===== config.mk =====
export PLATFORM = sky130hd
export DESIGN_NAME = video_timing_flat
export DESIGN_NICKNAME = d
export VERILOG_FILES = /design/src/rtl/video_timing_if.sv /design/src/rtl/video_timing.sv /design/src/flat_wrapper.sv
export SDC_FILE = /design/constraint.sdc
export NUM_CORES = 1
export LEC_CHECK = 0
export CAP_MARGIN = 0
export CELL_PAD_IN_SITES_DETAIL_PLACEMENT = 1
export CELL_PAD_IN_SITES_GLOBAL_PLACEMENT = 2
export CORE_MARGIN = 3
export CORE_UTILIZATION = 32
export CTS_CLUSTER_DIAMETER = 100
export CTS_CLUSTER_SIZE = 10
export DETAILED_ROUTE_END_ITERATION = 12
export HOLD_SLACK_MARGIN = 0.06
export PLACE_DENSITY_LB_ADDON = 0.1
export SYNTH_ARGS = -nofsm -noshare
export SYNTH_HDL_FRONTEND = slang
export SYNTH_SLANG_ARGS = --single-unit

===== constraint.sdc =====
create_clock -name clk_pix -period 3.25 [get_ports clk_pix]
set_clock_uncertainty 0.05 [all_clocks]
set_input_delay 0.4875 -clock clk_pix [delete_from_list [all_inputs] [get_ports clk_pix]]
set_output_delay 0.4875 -clock clk_pix [all_outputs]
set_load 0.01 [all_outputs]

===== src/rtl/video_timing_if.sv =====
// Raster timing bundle between the pixel-domain timing generator and its
// consumers (serialiser, draw-side line fetcher).
//   sx, sy          current column / line
//   hsync, vsync, de  pipeline-aligned sync and data enable
//   line_start      high while sx==0
//   frame_start     high while sx==0 && sy==0
//   line_req        fetch request for line line_req_y
//   line_req_y      requested line, stable while line_req is high
//   line_ack        draw side accepts the current request
//   underrun        one-cycle pulse when a request missed its deadline
//   underrun_cnt    saturating count of missed requests
interface video_timing_if #(
  parameter int unsigned CW = 10
);
  logic [CW-1:0] sx;
  logic [CW-1:0] sy;
  logic          hsync;
  logic          vsync;
  logic          de;
  logic          line_start;
  logic          frame_start;
  logic          line_req;
  logic [CW-1:0] line_req_y;
  logic          line_ack;
  logic          underrun;
  logic [7:0]    underrun_cnt;

  modport master (
    output sx, sy, hsync, vsync, de, line_start, frame_start,
           line_req, line_req_y, underrun, underrun_cnt,
    input  line_ack
  );

  modport slave (
    input  sx, sy, hsync, vsync, de, line_start, frame_start,
           line_req, line_req_y, underrun, underrun_cnt,
    output line_ack
  );
endinterface


===== src/rtl/video_timing.sv =====
// Raster timing generator for the pixel domain. Free-running sx/sy counters
// drive hsync/vsync/de (delayed PIPE cycles to match the pixel pipeline) and
// a per-line fetch handshake that asks the draw side for the next active line
// and counts missed deadlines.
//   clk_pix   pixel clock
//   rst_pix   asynchronous active-high reset
//   vt        timing bundle (master side), see video_timing_if
module video_timing #(
  parameter int unsigned H_ACTIVE = 640,
  parameter int unsigned H_FP     = 16,
  parameter int unsigned H_SYNC   = 96,
  parameter int unsigned H_BP     = 48,
  parameter int unsigned V_ACTIVE = 480,
  parameter int unsigned V_FP     = 10,
  parameter int unsigned V_SYNC   = 2,
  parameter int unsigned V_BP     = 33,
  parameter bit          H_POL    = 1'b0,
  parameter bit          V_POL    = 1'b0,
  parameter int unsigned PIPE     = 2,
  parameter int unsigned CW       = 10
) (
  input  logic           clk_pix,
  input  logic           rst_pix,
  video_timing_if.master vt
);

  localparam int unsigned H_TOTAL = H_ACTIVE + H_FP + H_SYNC + H_BP;
  localparam int unsigned V_TOTAL = V_ACTIVE + V_FP + V_SYNC + V_BP;
  localparam int unsigned HS_BEG  = H_ACTIVE + H_FP;
  localparam int unsigned HS_END  = HS_BEG + H_SYNC;
  localparam int unsigned VS_BEG  = V_ACTIVE + V_FP;
  localparam int unsigned VS_END  = VS_BEG + V_SYNC;

  localparam logic [0:0] IDLE = 1'b0;
  localparam logic [0:0] REQ  = 1'b1;

  // Elaboration-time parameter sanity
  if (PIPE < 1 || PIPE > 8) begin : g_bad_pipe
    $error("video_timing: PIPE must be 1..8");
  end
  if (CW > 31 || H_TOTAL > (1 << CW) || V_TOTAL > (1 << CW)) begin : g_bad_cw
    $error("video_timing: CW too small for H_TOTAL/V_TOTAL");
  end

  logic [CW-1:0]   sx_q, sy_q, sx_d, sy_d, y_next;
  logic            line_start_q, frame_start_q;
  logic            hsync_raw, vsync_raw, de_raw;
  logic [PIPE-1:0] hs_pipe, vs_pipe, de_pipe;
  logic [0:0]      state_q, state_d;
  logic            line_req_q, line_req_d;
  logic [CW-1:0]   req_y_q, req_y_d;
  logic            underrun_q, underrun_d;
  logic [7:0]      cnt_q, cnt_d;

  // Next raster position
  always_comb begin
    sx_d = sx_q + CW'(1);
    sy_d = sy_q;
    if (sx_q == CW'(H_TOTAL - 1)) begin
      sx_d = '0;
      sy_d = (sy_q == CW'(V_TOTAL - 1)) ? '0 : sy_q + CW'(1);
    end
  end

  // Undelayed sync/enable decode of the current position
  always_comb begin
    hsync_raw = (sx_q >= CW'(HS_BEG) && sx_q < CW'(HS_END)) ? H_POL : ~H_POL;
    vsync_raw = (sy_q >= CW'(VS_BEG) && sy_q < CW'(VS_END)) ? V_POL : ~V_POL;
    de_raw    = (sx_q < CW'(H_ACTIVE)) && (sy_q < CW'(V_ACTIVE));
  end

  // Fetch FSM: request is armed one cycle early so line_req is visible at sx==H_ACTIVE
  always_comb begin
    state_d    = state_q;
    line_req_d = line_req_q;
    req_y_d    = req_y_q;
    underrun_d = 1'b0;
    cnt_d      = cnt_q;
    y_next     = (sy_q == CW'(V_TOTAL - 1)) ? '0 : sy_q + CW'(1);
    case (state_q)
      IDLE: begin
        if (sx_q == CW'(H_ACTIVE - 1) && y_next < CW'(V_ACTIVE)) begin
          state_d    = REQ;
          line_req_d = 1'b1;
          req_y_d    = y_next;
        end
      end
      REQ: begin
        // Ack on the deadline edge still counts as accepted
        if (vt.line_ack) begin
          state_d    = IDLE;
          line_req_d = 1'b0;
        end else if (sx_q == CW'(H_TOTAL - 1)) begin
          state_d    = IDLE;
          line_req_d = 1'b0;
          underrun_d = 1'b1;
          cnt_d      = (cnt_q == 8'hFF) ? cnt_q : cnt_q + 8'd1;
        end
      end
      default: begin
        state_d    = IDLE;
        line_req_d = 1'b0;
      end
    endcase
  end

  // State and output registers
  always_ff @(posedge clk_pix or posedge rst_pix) begin
    if (rst_pix) begin
      sx_q          <= '0;
      sy_q          <= '0;
      line_start_q  <= 1'b1;
      frame_start_q <= 1'b1;
      hs_pipe       <= {PIPE{~H_POL}};
      vs_pipe       <= {PIPE{~V_POL}};
      de_pipe       <= '0;
      state_q       <= IDLE;
      line_req_q    <= 1'b0;
      req_y_q       <= '0;
      underrun_q    <= 1'b0;
      cnt_q         <= 8'd0;
    end else begin
      sx_q          <= sx_d;
      sy_q          <= sy_d;
      line_start_q  <= (sx_d == '0);
      frame_start_q <= (sx_d == '0) && (sy_d == '0);
      // Oldest stage sits in the MSB and drives the outputs
      hs_pipe       <= PIPE'({hs_pipe, hsync_raw});
      vs_pipe       <= PIPE'({vs_pipe, vsync_raw});
      de_pipe       <= PIPE'({de_pipe, de_raw});
      state_q       <= state_d;
      line_req_q    <= line_req_d;
      req_y_q       <= req_y_d;
      underrun_q    <= underrun_d;
      cnt_q         <= cnt_d;
    end
  end

  assign vt.sx           = sx_q;
  assign vt.sy           = sy_q;
  assign vt.hsync        = hs_pipe[PIPE-1];
  assign vt.vsync        = vs_pipe[PIPE-1];
  assign vt.de           = de_pipe[PIPE-1];
  assign vt.line_start   = line_start_q;
  assign vt.frame_start  = frame_start_q;
  assign vt.line_req     = line_req_q;
  assign vt.line_req_y   = req_y_q;
  assign vt.underrun     = underrun_q;
  assign vt.underrun_cnt = cnt_q;

endmodule


===== src/flat_wrapper.sv =====
// flat-port wrapper written by rule: the top's interface ports become plain ports
module video_timing_flat 
#(
  parameter int unsigned H_ACTIVE = 640,
  parameter int unsigned H_FP     = 16,
  parameter int unsigned H_SYNC   = 96,
  parameter int unsigned H_BP     = 48,
  parameter int unsigned V_ACTIVE = 480,
  parameter int unsigned V_FP     = 10,
  parameter int unsigned V_SYNC   = 2,
  parameter int unsigned V_BP     = 33,
  parameter bit          H_POL    = 1'b0,
  parameter bit          V_POL    = 1'b0,
  parameter int unsigned PIPE     = 2,
  parameter int unsigned CW       = 10
)
  (clk_pix, rst_pix, vt_sx, vt_sy, vt_hsync, vt_vsync, vt_de, vt_line_start, vt_frame_start, vt_line_req, vt_line_req_y, vt_underrun, vt_underrun_cnt, vt_line_ack);
  video_timing_if #(.CW(CW)) vt_i ();
  input  logic clk_pix;
  input  logic rst_pix;
  output wire logic [$bits(vt_i.sx)-1:0] vt_sx;
  output wire logic [$bits(vt_i.sy)-1:0] vt_sy;
  output wire logic [$bits(vt_i.hsync)-1:0] vt_hsync;
  output wire logic [$bits(vt_i.vsync)-1:0] vt_vsync;
  output wire logic [$bits(vt_i.de)-1:0] vt_de;
  output wire logic [$bits(vt_i.line_start)-1:0] vt_line_start;
  output wire logic [$bits(vt_i.frame_start)-1:0] vt_frame_start;
  output wire logic [$bits(vt_i.line_req)-1:0] vt_line_req;
  output wire logic [$bits(vt_i.line_req_y)-1:0] vt_line_req_y;
  output wire logic [$bits(vt_i.underrun)-1:0] vt_underrun;
  output wire logic [$bits(vt_i.underrun_cnt)-1:0] vt_underrun_cnt;
  input wire logic [$bits(vt_i.line_ack)-1:0] vt_line_ack;
  assign vt_sx = vt_i.sx;
  assign vt_sy = vt_i.sy;
  assign vt_hsync = vt_i.hsync;
  assign vt_vsync = vt_i.vsync;
  assign vt_de = vt_i.de;
  assign vt_line_start = vt_i.line_start;
  assign vt_frame_start = vt_i.frame_start;
  assign vt_line_req = vt_i.line_req;
  assign vt_line_req_y = vt_i.line_req_y;
  assign vt_underrun = vt_i.underrun;
  assign vt_underrun_cnt = vt_i.underrun_cnt;
  assign vt_i.line_ack = vt_line_ack;
  video_timing #(.H_ACTIVE(H_ACTIVE), .H_FP(H_FP), .H_SYNC(H_SYNC), .H_BP(H_BP), .V_ACTIVE(V_ACTIVE), .V_FP(V_FP), .V_SYNC(V_SYNC), .V_BP(V_BP), .H_POL(H_POL), .V_POL(V_POL), .PIPE(PIPE), .CW(CW)) u_core (.clk_pix(clk_pix), .rst_pix(rst_pix), .vt(vt_i));
endmodule

==> results of run 1 <==
## registers in the layout (all words and copies together), names as in the netlist
register,flops
u_core.vt.line_req_y,10
u_core.vt.sx,10
u_core.vt.underrun,1
u_core.vt.line_start,1
u_core.hs_pipe,2
u_core.vt.frame_start,1
u_core.de_pipe,2
u_core.vt.line_req,1
u_core.vs_pipe,2
u_core.state_q,1
u_core.vt.sy,10
u_core.vt.underrun_cnt,8
## cell families after synthesis
logic type / after synthesis / share of synthesized area [%]
AND/OR/NAND/NOR: 95 / 20.2
flip-flops: 49 / 49.0
AO/OA/AOI/OAI: 40 / 11.5
XOR/XNOR: 24 / 8.35
buffers and inverters: 24 / 4.33
multiplexers: 9 / 4.03
adder cells (fa/ha/maj): 5 / 2.49
## cell usage after synthesis, types with 2 or more instances
library cell	instances
a21o_1	2
a21oi_1	5
a2bb2oi_1	3
and3_1	2
and4_1	2
buf_2	3
buf_6	2
clkbuf_1	12
dfrtp_1	43
dfstp_2	6
ha_1	5
inv_1	7
mux2_2	9
nand2_1	19
nand2b_1	6
nand3_1	12
nand4_1	7
nor2_1	23
nor2b_1	5
nor3_1	6
nor4_2	2
o2111a_1	2
o21ai_0	15
o21bai_1	2
o31ai_1	3
or3_1	3
xnor2_1	9
xor2_1	15
## power by group
part | leakage (nW) | switching [mW] | internal, mW
clock | 0.0585 | 0.198 | 0.251
sequential | 0.634 | 0 | 0.610
combinational | 0.661 | 0.0123 | 0.00390
total | 1.35 | 0.210 | 0.865
## metrics by stage
step                      instance area [um^2]  instances  worst slack (ps)  utilization [%]
after CTS                                 3180        388               490             42.7
after global placement                    3070        380               517             41.2
after detailed placement                  3070        380               562             41.2
after floorplan                           2520        246               799                -
final                                     3180        388               523             42.7
after global routing                      3180        388               287             42.7
## metal layers
metal,global-route usage [%],up-vias,routed length (um)
li1,-,942,-
met1,22.4,970,3220
met2,21.7,51,2660
met3,3.27,4,282
met4,3.73,0,59
met5,0,-,0
## layout make-up
cell class | count | area (um^2) | area share, %
Sequential cell | 49 | 1230 | 38.8
Tap cell | 99 | 124 | 3.89
Clock inverter | 1 | 30.0 | 0.944
Clock buffer | 7 | 86.3 | 2.71
Timing Repair Buffer | 52 | 508 | 16.0
Multi-Input combinational cell | 173 | 1170 | 36.9
Inverter | 7 | 26.3 | 0.826
## layout by cell type (no fill, tap or decap), types with 2 or more instances in the layout
cell,synthesis,layout
clkbuf_8,0,6
dfrtp_1,43,43
dfstp_2,6,6
xor2_1,15,15
buf_4,0,5
clkdlybuf4s50_1,0,47
a21o_1,2,2
nand4_1,7,7
nand2b_1,6,6
nor2_1,23,23
nor2b_1,5,5
o21bai_1,2,2
o31ai_1,3,3
o2111a_1,2,2
xnor2_1,9,9
mux2_2,9,9
a2bb2oi_1,3,3
nand3_1,12,12
nor3_1,6,6
inv_1,7,6
a21oi_1,5,5
and3_1,2,2
and4_1,2,2
nor4_2,2,2
or3_1,3,3
nand2_1,19,19
o21ai_0,15,15
ha_1,5,5
## how the worst max path moves through the flow
| stage | from | end | slack, ps | depth (start not counted) |
|---|---|---|---|---|
| final | u_core.vt.sx[0]$_DFF_PP0_ | u_core.vt.frame_start$_DFF_PP1_ | 520 | 7 |
| after global routing | u_core.vt.sx[0]$_DFF_PP0_ | u_core.vt.frame_start$_DFF_PP1_ | 290 | 7 |
| after CTS | u_core.vt.sx[0]$_DFF_PP0_ | u_core.vt.frame_start$_DFF_PP1_ | 490 | 7 |
| after detailed placement | u_core.vt.sx[0]$_DFF_PP0_ | u_core.vt.frame_start$_DFF_PP1_ | 560 | 7 |
| after global placement | u_core.vt.sx[0]$_DFF_PP0_ | u_core.vt.frame_start$_DFF_PP1_ | 520 | 7 |
| after floorplan | u_core.vt.sy[8]$_DFF_PP0_ | u_core.vt.line_req_y[0]$_DFFE_PP0P_ | 800 | 7 |
==> results by group, run 1 <==
Yosys
  • Largest cells by area after synthesis: dfrtp_1 43%, dfstp_2 6.3%, xor2_1 5.2%
  • Post-Syn Nets: approximately 250
  • Seq/Total Area, Yosys: 49.0%
  • Post-synthesis area per instance: just over 10 um^2
  • Cells after Synth: around 250
  • Area leader, netlist: dfrtp_1
  • Post-synth top area share: a little over two fifths
  • Synth Register Bits: 49
  • Asr flop ratio synth: 100%
  • Cell area after synthesis: approximately 0.0025 mm^2
  • Unique cell type count in the Yosys netlist: 44
  • Yosys warning count: 0
  • EDFF count, synth: 0
  • Top FF cell, synth: dfrtp_1

Route
  • Starting DRT DRC Count: 84
  • Routed vias/inst: ~5.1
  • WL per Instance: roughly 16 um
  • Via count: between 1500 and 2000
  • # DRC: 0
  • Antenna-violating nets left: 0
  • Detailed Route WL: 6.22 mm
  • Drt pass-1 iters: 4

Final layout
  • Area growth from synthesis to layout: 26.5%
  • Filler cell count: between 800 and 900
  • Layout cells sized above 1: ~12%
  • N_diodes: 0
  • Layout Nets: about 300

STA
  • Slew margin rel.: between 30% and 40%
  • Final Max Tran Viols: 0
  • Final hold viol count: 0
  • Worst-Margin Slew: 982 ps
  • Final min period: 2730 ps
  • Unrepaired setup endpoints after global routing: no
  • Hold Slack: just over 300 ps
  • Crit share post-route: a little over four fifths
  • Fmax: between 0.3 and 0.4 GHz
  • Final TNS setup: 0 ps
  • Setup violators final: 0

Worst setup path
  • Bufs and invs on worst path: 0
  • CP max stage cell: or4_4
  • Critical R2R Capture: u_core.vt.frame_start$_DFF_PP1_
  • CP arrival: slightly below 3000 ps
  • Max incr delay on CP: 700 ps
  • Reg2Reg Setup Slack: roughly 520 ps
  • Element type at the critical path end: register
  • Startpoint types: register
  • R2R cell count: 7
  • R2R Path Start: u_core.vt.sx[0]$_DFF_PP0_
  • Crit-path leading delay family: simple AND/OR/NAND/NOR gates
  • Cell Chain, Critical Path: ha_1 -> nand2_1 -> or4_4 -> o221a_1 -> a2111oi_0 -> nor3b_2 -> and4b_1
  • CP Max Fanout: 15
  • Critical path class: reg -> reg
  • Required time worst endpoint: roughly 3400 ps

Floorplanning
  • Initial Util: around a third
  • Core ar.: 0.00745 mm^2
  • I/O pins: 48
  • Die area: ~0.0090 mm^2
  • Die Width: about 95 um
  • Die height: between 90 and 100 um
  • Site Rows: 31

Clock tree
  • CTS tree: done
  • CTS max path bufs: 2
  • Hold buffer count at cts: 0
  • # resized after CTS: 0
  • CTS buffer count: 5
  • CTS Root Cell: clkbuf_8
  • Worst-path clk slew: around 90 ps
  • Clock Sinks: slightly below 50
  • Clk Latency, worst-skew pair: ~300 ps
  • Htree depth: 2
  • # Post-CTS Setup Buffers: 0

Hold path
  • Hold WC Path Type: reg -> reg
  • Hold EP: u_core.de_pipe[1]$_DFF_PP0_
  • WHS Path Cells: 0
  • Hold path start: u_core.de_pipe[0]$_DFF_PP0_

Pwr
  • Leak: ~1.4 nW
  • Power, Total: roughly 1.1 mW
  • IR drop worst, VDD: 0.000151 V
  • PD cells: 338 mW/mm^2

Place
  • DP Wirelength: about 4.4 mm
  • Port bufs: between 40 and 50
  • Routability cong.: roughly 0.75

Global route
  • Antenna violations before repair: 0
  • Vias in the first global route: a little over 2000
  • First-pass GRT wire length: about 10 mm
  • GR Overflow Total: 0
  • Total track usage: around 15%
  • Largest net degree at the start of global routing: 48

Outcome
  • Run status: finished, final reports clean

Run
  • Max Cap Violations: 0
(Power assumes the default switching activity.)
==> inputs of run 2 (changes only) <==
--- a/config.mk
+++ b/config.mk
@@ -9,7 +9,7 @@
 export CELL_PAD_IN_SITES_DETAIL_PLACEMENT = 1
 export CELL_PAD_IN_SITES_GLOBAL_PLACEMENT = 2
 export CORE_MARGIN = 3
-export CORE_UTILIZATION = 32
+export CORE_UTILIZATION = 29
 export CTS_CLUSTER_DIAMETER = 100
 export CTS_CLUSTER_SIZE = 10
 export DETAILED_ROUTE_END_ITERATION = 12
==> constraint.sdc (replaced) <==
create_clock -name clk_pix -period 2.5 [get_ports clk_pix]
set_clock_uncertainty 0.05 [all_clocks]
set_input_delay 0.375 -clock clk_pix [delete_from_list [all_inputs] [get_ports clk_pix]]
set_output_delay 0.375 -clock clk_pix [all_outputs]
set_load 0.01 [all_outputs]
==> run 2 against run 1 <==
Non-clock buffer count is 29 higher. Utilization is 1.6 points lower. Clock power increased by 6.2%. Fmax increased by 11%. Register-to-register slack worse by 470 ps. Wire length rose by 12%. Sequential share of layout area is 2.8 points lower. Design area up 7.7%.
==> results by group, run 2 (synthesis gave the netlist of run 1 again) <==
Outcome
  • Run status: finished, final reports clean

Worst setup path
  • Element type at the critical path end: register
  • Max incr delay on CP: 550 ps
  • CP Max Fanout: 13
  • Crit-path leading delay family: simple AND/OR/NAND/NOR gates
  • CP arrival: between 2000 and 3000 ps
  • R2R cell count: 7
  • Reg2Reg Setup Slack: ~53 ps
  • Startpoint types: register
  • R2R Path Start: u_core.vt.sx[1]$_DFF_PP0_
  • CP max stage cell: or4_4
  • Critical path class: reg -> reg
  • Cell Chain, Critical Path: ha_4 -> nand2_1 -> or4_4 -> buf_12 -> a311oi_4 -> buf_4 -> mux2_2
  • Critical R2R Capture: u_core.vt.underrun_cnt[1]$_DFFE_PP0P_
  • Bufs and invs on worst path: 2
  • Required time worst endpoint: 2650 ps

Floorplanning
  • Site Rows: 33
  • Die area: slightly below 0.01 mm^2
  • Initial Util: 30.2%
  • Die height: between 90 and 100 um
  • Core ar.: 0.00834 mm^2
  • I/O pins: 48
  • Die Width: 99.1 um

Pwr
  • Leak: roughly 1.5 nW
  • IR drop worst, VDD: between 0.0002 and 0.00025 V
  • Internal: about 1.0 mW
  • Clock Power Share: between 30% and 40%
  • Gate power share: roughly 1.6%
  • Flop pwr share: about three fifths
  • Power, Total: ~1.3 mW
  • Sw frac: between 20% and 30%
  • PD cells: 376 mW/mm^2
  • P_sw: a little under 0.3 mW

Global route
  • First-pass GRT wire length: between 10 and 15 mm
  • Total track usage: 14.8%
  • GR Overflow Total: 0
  • Antenna violations before repair: 0
  • Largest net degree at the start of global routing: 50
  • Vias in the first global route: 2200

STA
  • Final min period: between 2000 and 2500 ps
  • Fmax: ~0.41 GHz
  • Final TNS setup: 0 ps
  • Crit share post-route: between 90 and 100%
  • Final hold viol count: 0
  • Worst-Margin Slew: 656 ps
  • Hold Slack: slightly above 300 ps
  • Slew margin rel.: between 50% and 60%
  • Setup violators final: 0
  • Final Max Tran Viols: 0

Hold path
  • Hold WC Path Type: reg -> reg
  • WHS Path Cells: 0
  • Hold path start: u_core.de_pipe[0]$_DFF_PP0_
  • Hold EP: u_core.de_pipe[1]$_DFF_PP0_

Final layout
  • Layout Nets: between 300 and 400
  • Most frequent cells in the layout: 47 x clkdlybuf4s50_1, 43 x dfrtp_1, 32 x buf_4, 23 x nor2_1, 18 x nand2_1
  • N_diodes: 0
  • Multi-input logic area: 0.00119 mm^2
  • Register cell area after layout: between 0.001 and 0.0015 mm^2
  • Filler cell count: approximately 950
  • Commonest non-fill, non-tap cell in the layout: clkdlybuf4s50_1
  • Layout cells sized above 1: between 20% and 30%
  • Final instance area: between 0.003 and 0.004 mm^2
  • Area growth from synthesis to layout: 36.2%

Clock tree
  • Worst-path clk slew: about 100 ps
  • Htree depth: 2
  • Clock Sinks: between 40 and 50
  • Clk Latency, worst-skew pair: approximately 300 ps
  • CTS buffer count: 5
  • CTS tree: done
  • CTS max path bufs: 2
  • CTS Root Cell: clkbuf_8

Route
  • Antenna-violating nets left: 0
  • Detailed Route WL: between 6 and 7 mm
  • WL per Instance: around 16 um
  • Starting DRT DRC Count: 60
  • Via count: about 2000
  • # DRC: 0
  • Drt pass-1 iters: 4
  • Routed vias/inst: approximately 4.8

Place
  • Routability cong.: ~0.76
  • DP Area: roughly 0.0033 mm^2
  • Port bufs: 47
  • DP Wirelength: 5.06 mm

Run
  • Max Cap Violations: 0
[run 2: routing by layer]
metal  up-vias  part of all wire (%)  global-route usage (%)
li1        996                     -                       -
met1      1004                    48                    20.8
met2        33                    48                    23.5
met4         0                  0.60                    3.68
met3         2                   3.0                    3.23
met5         -                     0                       0
[run 2: how the worst max path moves through the flow]
stage,cells after the start,endpoint,startpoint
finish,7,u_core.vt.underrun_cnt[1]$_DFFE_PP0P_,u_core.vt.sx[1]$_DFF_PP0_
global route,7,u_core.vt.underrun_cnt[1]$_DFFE_PP0P_,u_core.vt.sx[1]$_DFF_PP0_
CTS,8,u_core.vt.underrun_cnt[6]$_DFFE_PP0P_,u_core.vt.sx[1]$_DFF_PP0_
detailed placement,8,u_core.vt.underrun_cnt[6]$_DFFE_PP0P_,u_core.vt.sx[1]$_DFF_PP0_
global placement,8,u_core.vt.underrun_cnt[6]$_DFFE_PP0P_,u_core.vt.sx[1]$_DFF_PP0_
floorplan,7,u_core.vt.line_req_y[0]$_DFFE_PP0P_,u_core.vt.sy[8]$_DFF_PP0_
[run 2: worst register-to-register path, stage by stage (launching register included)]
cell and delay (ps):
dfrtp_1 450, ha_4 160, nand2_1 70, or4_4 550, buf_12 170, a311oi_4 400
buf_4 180, mux2_2 310
[run 2: area by class of cell]
class,instances,share of cell area [%]
repair buffers,81,21.9
flip-flops and latches,49,36.0
clock inverters,3,0.621
inverters,7,0.767
clock buffers,5,2.01
well taps,105,3.83
multi-input cells,173,34.9
[run 2: power by group through the flow]
stage	Combinational (mW)	Sequential, mW	Clock [mW]
CTS	0.0227	0.793	0.507
finish	0.0208	0.792	0.477
global route	0.0249	0.793	0.550
floorplan	0.0118	0.808	0
detailed placement	0.0224	0.808	0
global placement	0.0226	0.808	0
[run 2: per-stage QoR]
step	util [%]	setup slack, ps	cells
after floorplan	-	49.4	246
after CTS	40.1	36.9	417
after global placement	39.1	135	409
after detailed placement	39.1	77.6	409
final	41.1	52.6	423
after global routing	41.1	-59.2	423
[run 2: timing repair]
| action | in CTS | in global routing |
|---|---|---|
| resized for setup | 0 | 8 |
| hold buffers | 0 | 0 |
| endpoints found under the hold margin | 0 | 0 |
| endpoints found under the setup margin | 0 | 4 |
| buffers inserted | 0 | 6 |
